File: src/rtl/comp_search.sv
// ============================================================================
// Module   : comp_search
// Purpose  : Binary-search controller for a magnitude comparator. It drives the
//            comparator's B operand with successive guesses, reads back the
//            three flags, and recovers the unknown A operand in at most
//            WIDTH+1 probes. Flags that are not one-hot, or that contradict the
//            search range, end the search with an error.
// Ports    :
//   clk      in   rising-edge clock
//   rst      in   asynchronous reset, active-high
//   iStart   in   begin a search (ignored while searching)
//   iAgtB    in   comparator flag: A > guess
//   iAltB    in   comparator flag: A < guess
//   iAeqB    in   comparator flag: A == guess
//   oGuess   out  value driven to the comparator B operand (registered)
//   oBusy    out  high while searching
//   oDone    out  high from search completion until next start or reset
//   oFound   out  valid with oDone; oResult holds the recovered value
//   oErr     out  valid with oDone; inconsistent flags were seen
//   oResult  out  recovered A value
//   oProbes  out  comparisons performed in the last/current search
// Revision : 1.0 - initial release
// ============================================================================
`default_nettype none

module comp_search #(
  parameter int WIDTH = 4
) (
  input  logic             clk,
  input  logic             rst,
  input  logic             iStart,
  input  logic             iAgtB,
  input  logic             iAltB,
  input  logic             iAeqB,
  output logic [WIDTH-1:0] oGuess,
  output logic             oBusy,
  output logic             oDone,
  output logic             oFound,
  output logic             oErr,
  output logic [WIDTH-1:0] oResult,
  output logic [WIDTH-1:0] oProbes
);

  typedef enum logic [1:0] {
    IDLE = 2'd0,
    CMP  = 2'd1,
    DONE = 2'd2
  } state_t;

  localparam logic [WIDTH-1:0] MAX_VAL     = '1;
  localparam logic [WIDTH-1:0] PROBE_LIMIT = WIDTH'(WIDTH + 1);
  localparam logic [WIDTH-1:0] ONE         = WIDTH'(1);

  state_t           state, state_nxt;
  logic [WIDTH-1:0] lo, lo_nxt;
  logic [WIDTH-1:0] hi, hi_nxt;
  logic [WIDTH-1:0] guess_nxt;
  logic             busy_nxt, done_nxt, found_nxt, err_nxt;
  logic [WIDTH-1:0] result_nxt;
  logic [WIDTH-1:0] probes_nxt;
  logic [WIDTH-1:0] probes_inc;
  logic [2:0]       flags;

  // Midpoint of lo..hi; the sum carries one extra bit so it never wraps.
  function automatic logic [WIDTH-1:0] midpoint(input logic [WIDTH-1:0] a,
                                                input logic [WIDTH-1:0] b);
    logic [WIDTH:0] sum;
    sum = {1'b0, a} + {1'b0, b};
    return WIDTH'(sum >> 1);
  endfunction

  always_ff @(posedge clk or posedge rst) begin
    if (rst) begin
      state   <= IDLE;
      lo      <= '0;
      hi      <= MAX_VAL;
      oGuess  <= '0;
      oBusy   <= 1'b0;
      oDone   <= 1'b0;
      oFound  <= 1'b0;
      oErr    <= 1'b0;
      oResult <= '0;
      oProbes <= '0;
    end else begin
      state   <= state_nxt;
      lo      <= lo_nxt;
      hi      <= hi_nxt;
      oGuess  <= guess_nxt;
      oBusy   <= busy_nxt;
      oDone   <= done_nxt;
      oFound  <= found_nxt;
      oErr    <= err_nxt;
      oResult <= result_nxt;
      oProbes <= probes_nxt;
    end
  end

  always_comb begin
    state_nxt  = state;
    lo_nxt     = lo;
    hi_nxt     = hi;
    guess_nxt  = oGuess;
    busy_nxt   = oBusy;
    done_nxt   = oDone;
    found_nxt  = oFound;
    err_nxt    = oErr;
    result_nxt = oResult;
    probes_nxt = oProbes;
    probes_inc = oProbes + ONE;
    flags      = {iAgtB, iAltB, iAeqB};

    case (state)
      IDLE, DONE: begin
        if (iStart) begin
          lo_nxt     = '0;
          hi_nxt     = MAX_VAL;
          guess_nxt  = midpoint('0, MAX_VAL);
          probes_nxt = '0;
          done_nxt   = 1'b0;
          found_nxt  = 1'b0;
          err_nxt    = 1'b0;
          busy_nxt   = 1'b1;
          state_nxt  = CMP;
        end
      end

      CMP: begin
        probes_nxt = probes_inc;
        // Every non-continuing branch lands in DONE; the CMP branches below
        // override the state only when the search keeps going.
        state_nxt  = DONE;
        busy_nxt   = 1'b0;
        done_nxt   = 1'b1;
        if (flags == 3'b001) begin
          result_nxt = oGuess;
          found_nxt  = 1'b1;
        end else if (probes_inc == PROBE_LIMIT) begin
          // An honest comparator is always matched within WIDTH+1 probes,
          // so reaching the limit means the flags were lying. The guess is
          // left on the last probed value.
          err_nxt = 1'b1;
        end else if (flags == 3'b100) begin
          if (oGuess == MAX_VAL) begin
            err_nxt = 1'b1;
          end else begin
            lo_nxt    = oGuess + ONE;
            guess_nxt = midpoint(oGuess + ONE, hi);
            state_nxt = CMP;
            busy_nxt  = 1'b1;
            done_nxt  = 1'b0;
          end
        end else if (flags == 3'b010) begin
          if (oGuess == '0) begin
            err_nxt = 1'b1;
          end else begin
            hi_nxt    = oGuess - ONE;
            guess_nxt = midpoint(lo, oGuess - ONE);
            state_nxt = CMP;
            busy_nxt  = 1'b1;
            done_nxt  = 1'b0;
          end
        end else begin
          // 000 or multi-hot flags
          err_nxt   = 1'b1;
          found_nxt = 1'b0;
        end
      end

      default: state_nxt = IDLE;
    endcase
  end

endmodule

`default_nettype wire

File: config.mk
export PLATFORM = sky130hd
export DESIGN_NAME = comp_search
export DESIGN_NICKNAME = d
export VERILOG_FILES = /design/src/rtl/comp_search.sv
export SDC_FILE = /design/constraint.sdc
export NUM_CORES = 1
export LEC_CHECK = 0
export ABC_CLOCK_PERIOD_IN_PS = 4370
export CAP_MARGIN = 25
export CORE_AREA = 2 2 64 66
export CTS_CLUSTER_DIAMETER = 200
export DETAILED_ROUTE_END_ITERATION = 16
export DIE_AREA = 0 0 66 68
export PLACE_DENSITY = 0.63
export SLEW_MARGIN = 10
export SYNTH_ARGS = -nofsm -noshare
export SYNTH_HDL_FRONTEND = slang
export SYNTH_SLANG_ARGS = --single-unit
File: constraint.sdc
create_clock -name clk -period 4.37 [get_ports clk]
set_input_delay 0.874 -clock clk [delete_from_list [all_inputs] [get_ports clk]]
set_output_delay 0.874 -clock clk [all_outputs]
set_load 0.01 [all_outputs]
==> impl.org <==
** Outcome
- Run status :: finished, final reports clean

** CTS
- The number of gates resized after CTS was 0.
- Deepest clock path buffer count :: 2
- Buffers inserted during clock tree synthesis total 3.
- After clock tree synthesis, the clock-pin slew on the worst setup and hold paths is 90 ps.
- H-tree depth :: 1
- At the later pin of the worst-skew pair, clock insertion delay measures 270 ps.
- Number of setup buffers added after CTS :: 0
- Clock tree from TritonCTS :: done
- Hold buffers post-CTS :: 0
- CTS root buf :: sky130_fd_sc_hd__clkbuf_8
- Sink Count :: 26

** Critical path
- Data on the critical path is required at its endpoint by 4520 ps.
- The startpoint identified for the worst register-to-register timing path is oGuess[0].
- The worst setup path is launched from a primary input.
- Counting cells, the worst reg-to-reg path comes to 8.
- Worst setup path start :: iAltB
- Kind of capture point of the worst setup path :: flop
- The most critical setup path has its endpoint at oGuess[3].
- The critical path is of the in -> reg type.
- The endpoint identified for the worst register-to-register timing path is oGuess[3].
- For the worst setup path, the data arrival time is 2560 ps.
- Peak fanout along the critical path :: 8
- In this run the register-to-register setup slack is 2020 ps.

** Power and ir drop
- Leakage component of the power :: 0.8704 nW
- Total power of the final layout :: 812.8 µW
- The worst-case IR drop observed on VDD is 0.1531 mV.
- Power spread over the standard cell area amounts to 419.1 mW/mm².

** Cells and area
- Final standard cell count with taps included and fillers excluded :: 234
- Cell area after layout :: 0.001939 mm²
- 0 antenna diodes ended up in the layout.
- Cells with a size suffix above 1 make up 9.239% of the layout.
- Post-layout utilization of the core :: 50.29%
- Final nets :: 203
- Post-synthesis to final-layout area growth :: 16.72%

** Floorplan
- After floorplanning, the core was divided into 23 placement rows.
- The floorplan step set the die width to 66 µm.
- Area inside the core boundary :: 0.003856 mm²
- The floorplan step defined a die boundary enclosing 0.004488 mm².
- I/O pin count :: 22
- Die height :: 68 µm
- For this configuration, the core starts out at a cell density of 43.09%.

** Synthesis
- Summed over all instances, the cell type with the most area after synthesis is sky130_fd_sc_hd__dfrtp_1.
- Counting flops with a built-in enable in the synthesized netlist gives 0.
- Synth top area share :: 33.13%
- Post-synth net total :: 183
- Top post-synthesis cells by area :: sky130_fd_sc_hd__dfrtp_1, sky130_fd_sc_hd__ha_1, sky130_fd_sc_hd__dfstp_2
- Yosys warns :: 0
- Netlist area before placement :: 0.001662 mm²
- Flip-flop cell with the highest count after synthesis :: sky130_fd_sc_hd__dfrtp_1
- A synthesized cell averages 10.07 µm².
- Share of the yosys chip area belonging to registers :: 39.46%
- Synthesis produced 165 cells.
- In this run, synthesis produced a sequential element count of 26.
- Share of flip-flops with an asynchronous set or reset :: 100.0%
- Post-synthesis cell type count :: 48

** Drt
- Iteration-0 DRC count of the detailed router :: 66
- In the final routed layout, each cell accounts on average for 14.47 µm.
- After detailed routing, the total wire length is 3.385 mm.
- Via-per-instance ratio :: 5.312
- Total number of vias :: 1,243
- The detail route stage leaves a number of antenna-violating nets equal to 0.
- Before antenna repair, the detailed router went through 4 iterations.
- For this run, design rule violations remaining after detail routing come to 0.

** Job
- Count of maximum capacitance violations :: 0

** Timing
- Highest clock rate :: 414.7 MHz
- The number of hold violations in the final report was 0.
- Clock skew on the completed layout was measured at 1.248 ps.
- Transition time at the pin with the least slew margin :: 592.3 ps
- The worst path in the final design needs a cycle of 2412 ps, including I/O delays and setup.
- Smallest hold slack :: 492.8 ps
- In the final timing run, aggregate negative setup slack is 0 ps.
- Slew Viols, Final :: 0
- RSZ-0062 raised after global routing :: no
- Total setup violations reported at the end of the flow :: 0
- The worst pin sits at a relative slew slack of 60.43%.
- Dividing the final minimum period by the clock period gives 55.18%.
- Setup slack on the critical path of the routed design comes to 1958 ps.

** Placement
- Worst slack at placement :: 1685 ps
- Number of buffer cells added on primary ports :: 21
- Hpwl dp :: 2.609 mm
- Summing all placed instances gives a cell area of 0.001867 mm².
- Gp weighted congestion :: 0.8618
- Once placement completed, the tool counted placed cells totaling 229.

** Global routing
- Overall global routing resource usage :: 16.38%
- The number of global-route vias before repair came to 1,205.
- The first global-routing pass estimated 5.637 mm of wire.
- Initial antenna violation count :: 0
- Entering global routing, the biggest net connects 27 pins.
- The total overflow left after global routing is 0.

** Hold path
- Along the worst hold path, the cell count comes to 2.
- Worst min path class :: reg -> reg
[layout by cell type (no fill, tap or decap), types with 3 or more instances in the layout]
cell and count:
sky130_fd_sc_hd__clkbuf_8 3, sky130_fd_sc_hd__clkdlybuf4s50_1 21, sky130_fd_sc_hd__o22a_1 3, sky130_fd_sc_hd__nand3_1 3, sky130_fd_sc_hd__xor2_1 6, sky130_fd_sc_hd__mux2i_1 6, sky130_fd_sc_hd__dfrtp_1 22, sky130_fd_sc_hd__inv_1 8
sky130_fd_sc_hd__dfstp_2 4, sky130_fd_sc_hd__nand2b_1 6, sky130_fd_sc_hd__o21ai_0 14, sky130_fd_sc_hd__ha_1 10, sky130_fd_sc_hd__nor2b_1 6, sky130_fd_sc_hd__nor2_1 8, sky130_fd_sc_hd__nand2_1 20, sky130_fd_sc_hd__nor3_1 3
[flip-flops by register name (all words and copies together) (netlist names)]
register,cells
oGuess,4
oErr,1
oFound,1
oBusy,1
hi,4
oResult,4
oProbes,4
lo,4
state,2
oDone,1
[critical path, cell delays in order]
cell,delay [ps]
sky130_fd_sc_hd__clkdlybuf4s50_1,530
sky130_fd_sc_hd__nor3b_4,440
sky130_fd_sc_hd__a2bb2oi_2,100
sky130_fd_sc_hd__or3_1,440
sky130_fd_sc_hd__mux2i_1,160
[cell families (layout without fill, tap and decap cells)]
group | after synthesis | count (layout) | synth area share (%)
AND/OR/NAND/NOR | 58 | 58 | 18.60
AO/OA/AOI/OAI | 38 | 38 | 16.94
flip-flops | 26 | 26 | 39.46
buffers and inverters | 15 | 34 | 5.873
adder cells (fa/ha/maj) | 12 | 12 | 9.940
XOR/XNOR | 8 | 8 | 4.217
multiplexers | 8 | 8 | 4.970
[how the worst min path moves through the flow]
stage / end / slack, ps / startpoint
6_report: oResult[0] / 490 / oResult[0]
5_1_grt: hi[0] / 520 / hi[0]
3_5_place_dp: lo[0] / 480 / lo[0]
4_1_cts: oResult[0] / 500 / oResult[0]
3_3_place_gp: oResult[1] / 470 / oResult[1]
2_1_floorplan: lo[0] / 460 / lo[0]
[layer usage]
layer	track usage, %	wire length, µm	vias up
met2	27.90	1608	20
met1	22.13	1644	597
met4	5.357	44	0
li1	-	-	621
met5	0	0	-
met3	1.480	87	5
[cells in the mapped netlist, types with 4 or more instances]
master / count
sky130_fd_sc_hd__dfrtp_1: 22
sky130_fd_sc_hd__nand2_1: 20
sky130_fd_sc_hd__o21ai_0: 14
sky130_fd_sc_hd__ha_1: 10
sky130_fd_sc_hd__inv_1: 8
sky130_fd_sc_hd__nor2_1: 8
sky130_fd_sc_hd__mux2i_1: 6
sky130_fd_sc_hd__nand2b_1: 6
sky130_fd_sc_hd__nor2b_1: 6
sky130_fd_sc_hd__xor2_1: 6
sky130_fd_sc_hd__buf_6: 4
sky130_fd_sc_hd__dfstp_2: 4
[layout make-up]
| type | instances | area, µm² |
|---|---|---|
| fillers | 366 | 1917 |
| multi-input cells | 124 | 908.4 |
| flip-flops and latches | 26 | 655.6 |
| repair buffers | 22 | 237.7 |
| well taps | 50 | 62.56 |
| clock buffers | 4 | 45.04 |
| inverters | 8 | 30.03 |
[report_power, final]
| group | switching [mW] | total, mW | internal, mW |
|---|---|---|---|
| logic | 0.158 | 0.329 | 0.170 |
| registers | 0.0511 | 0.344 | 0.293 |
| clock network | 0.0750 | 0.140 | 0.0653 |
| total | 0.284 | 0.813 | 0.528 |
Note: power is estimated with default switching activity, not from simulation.
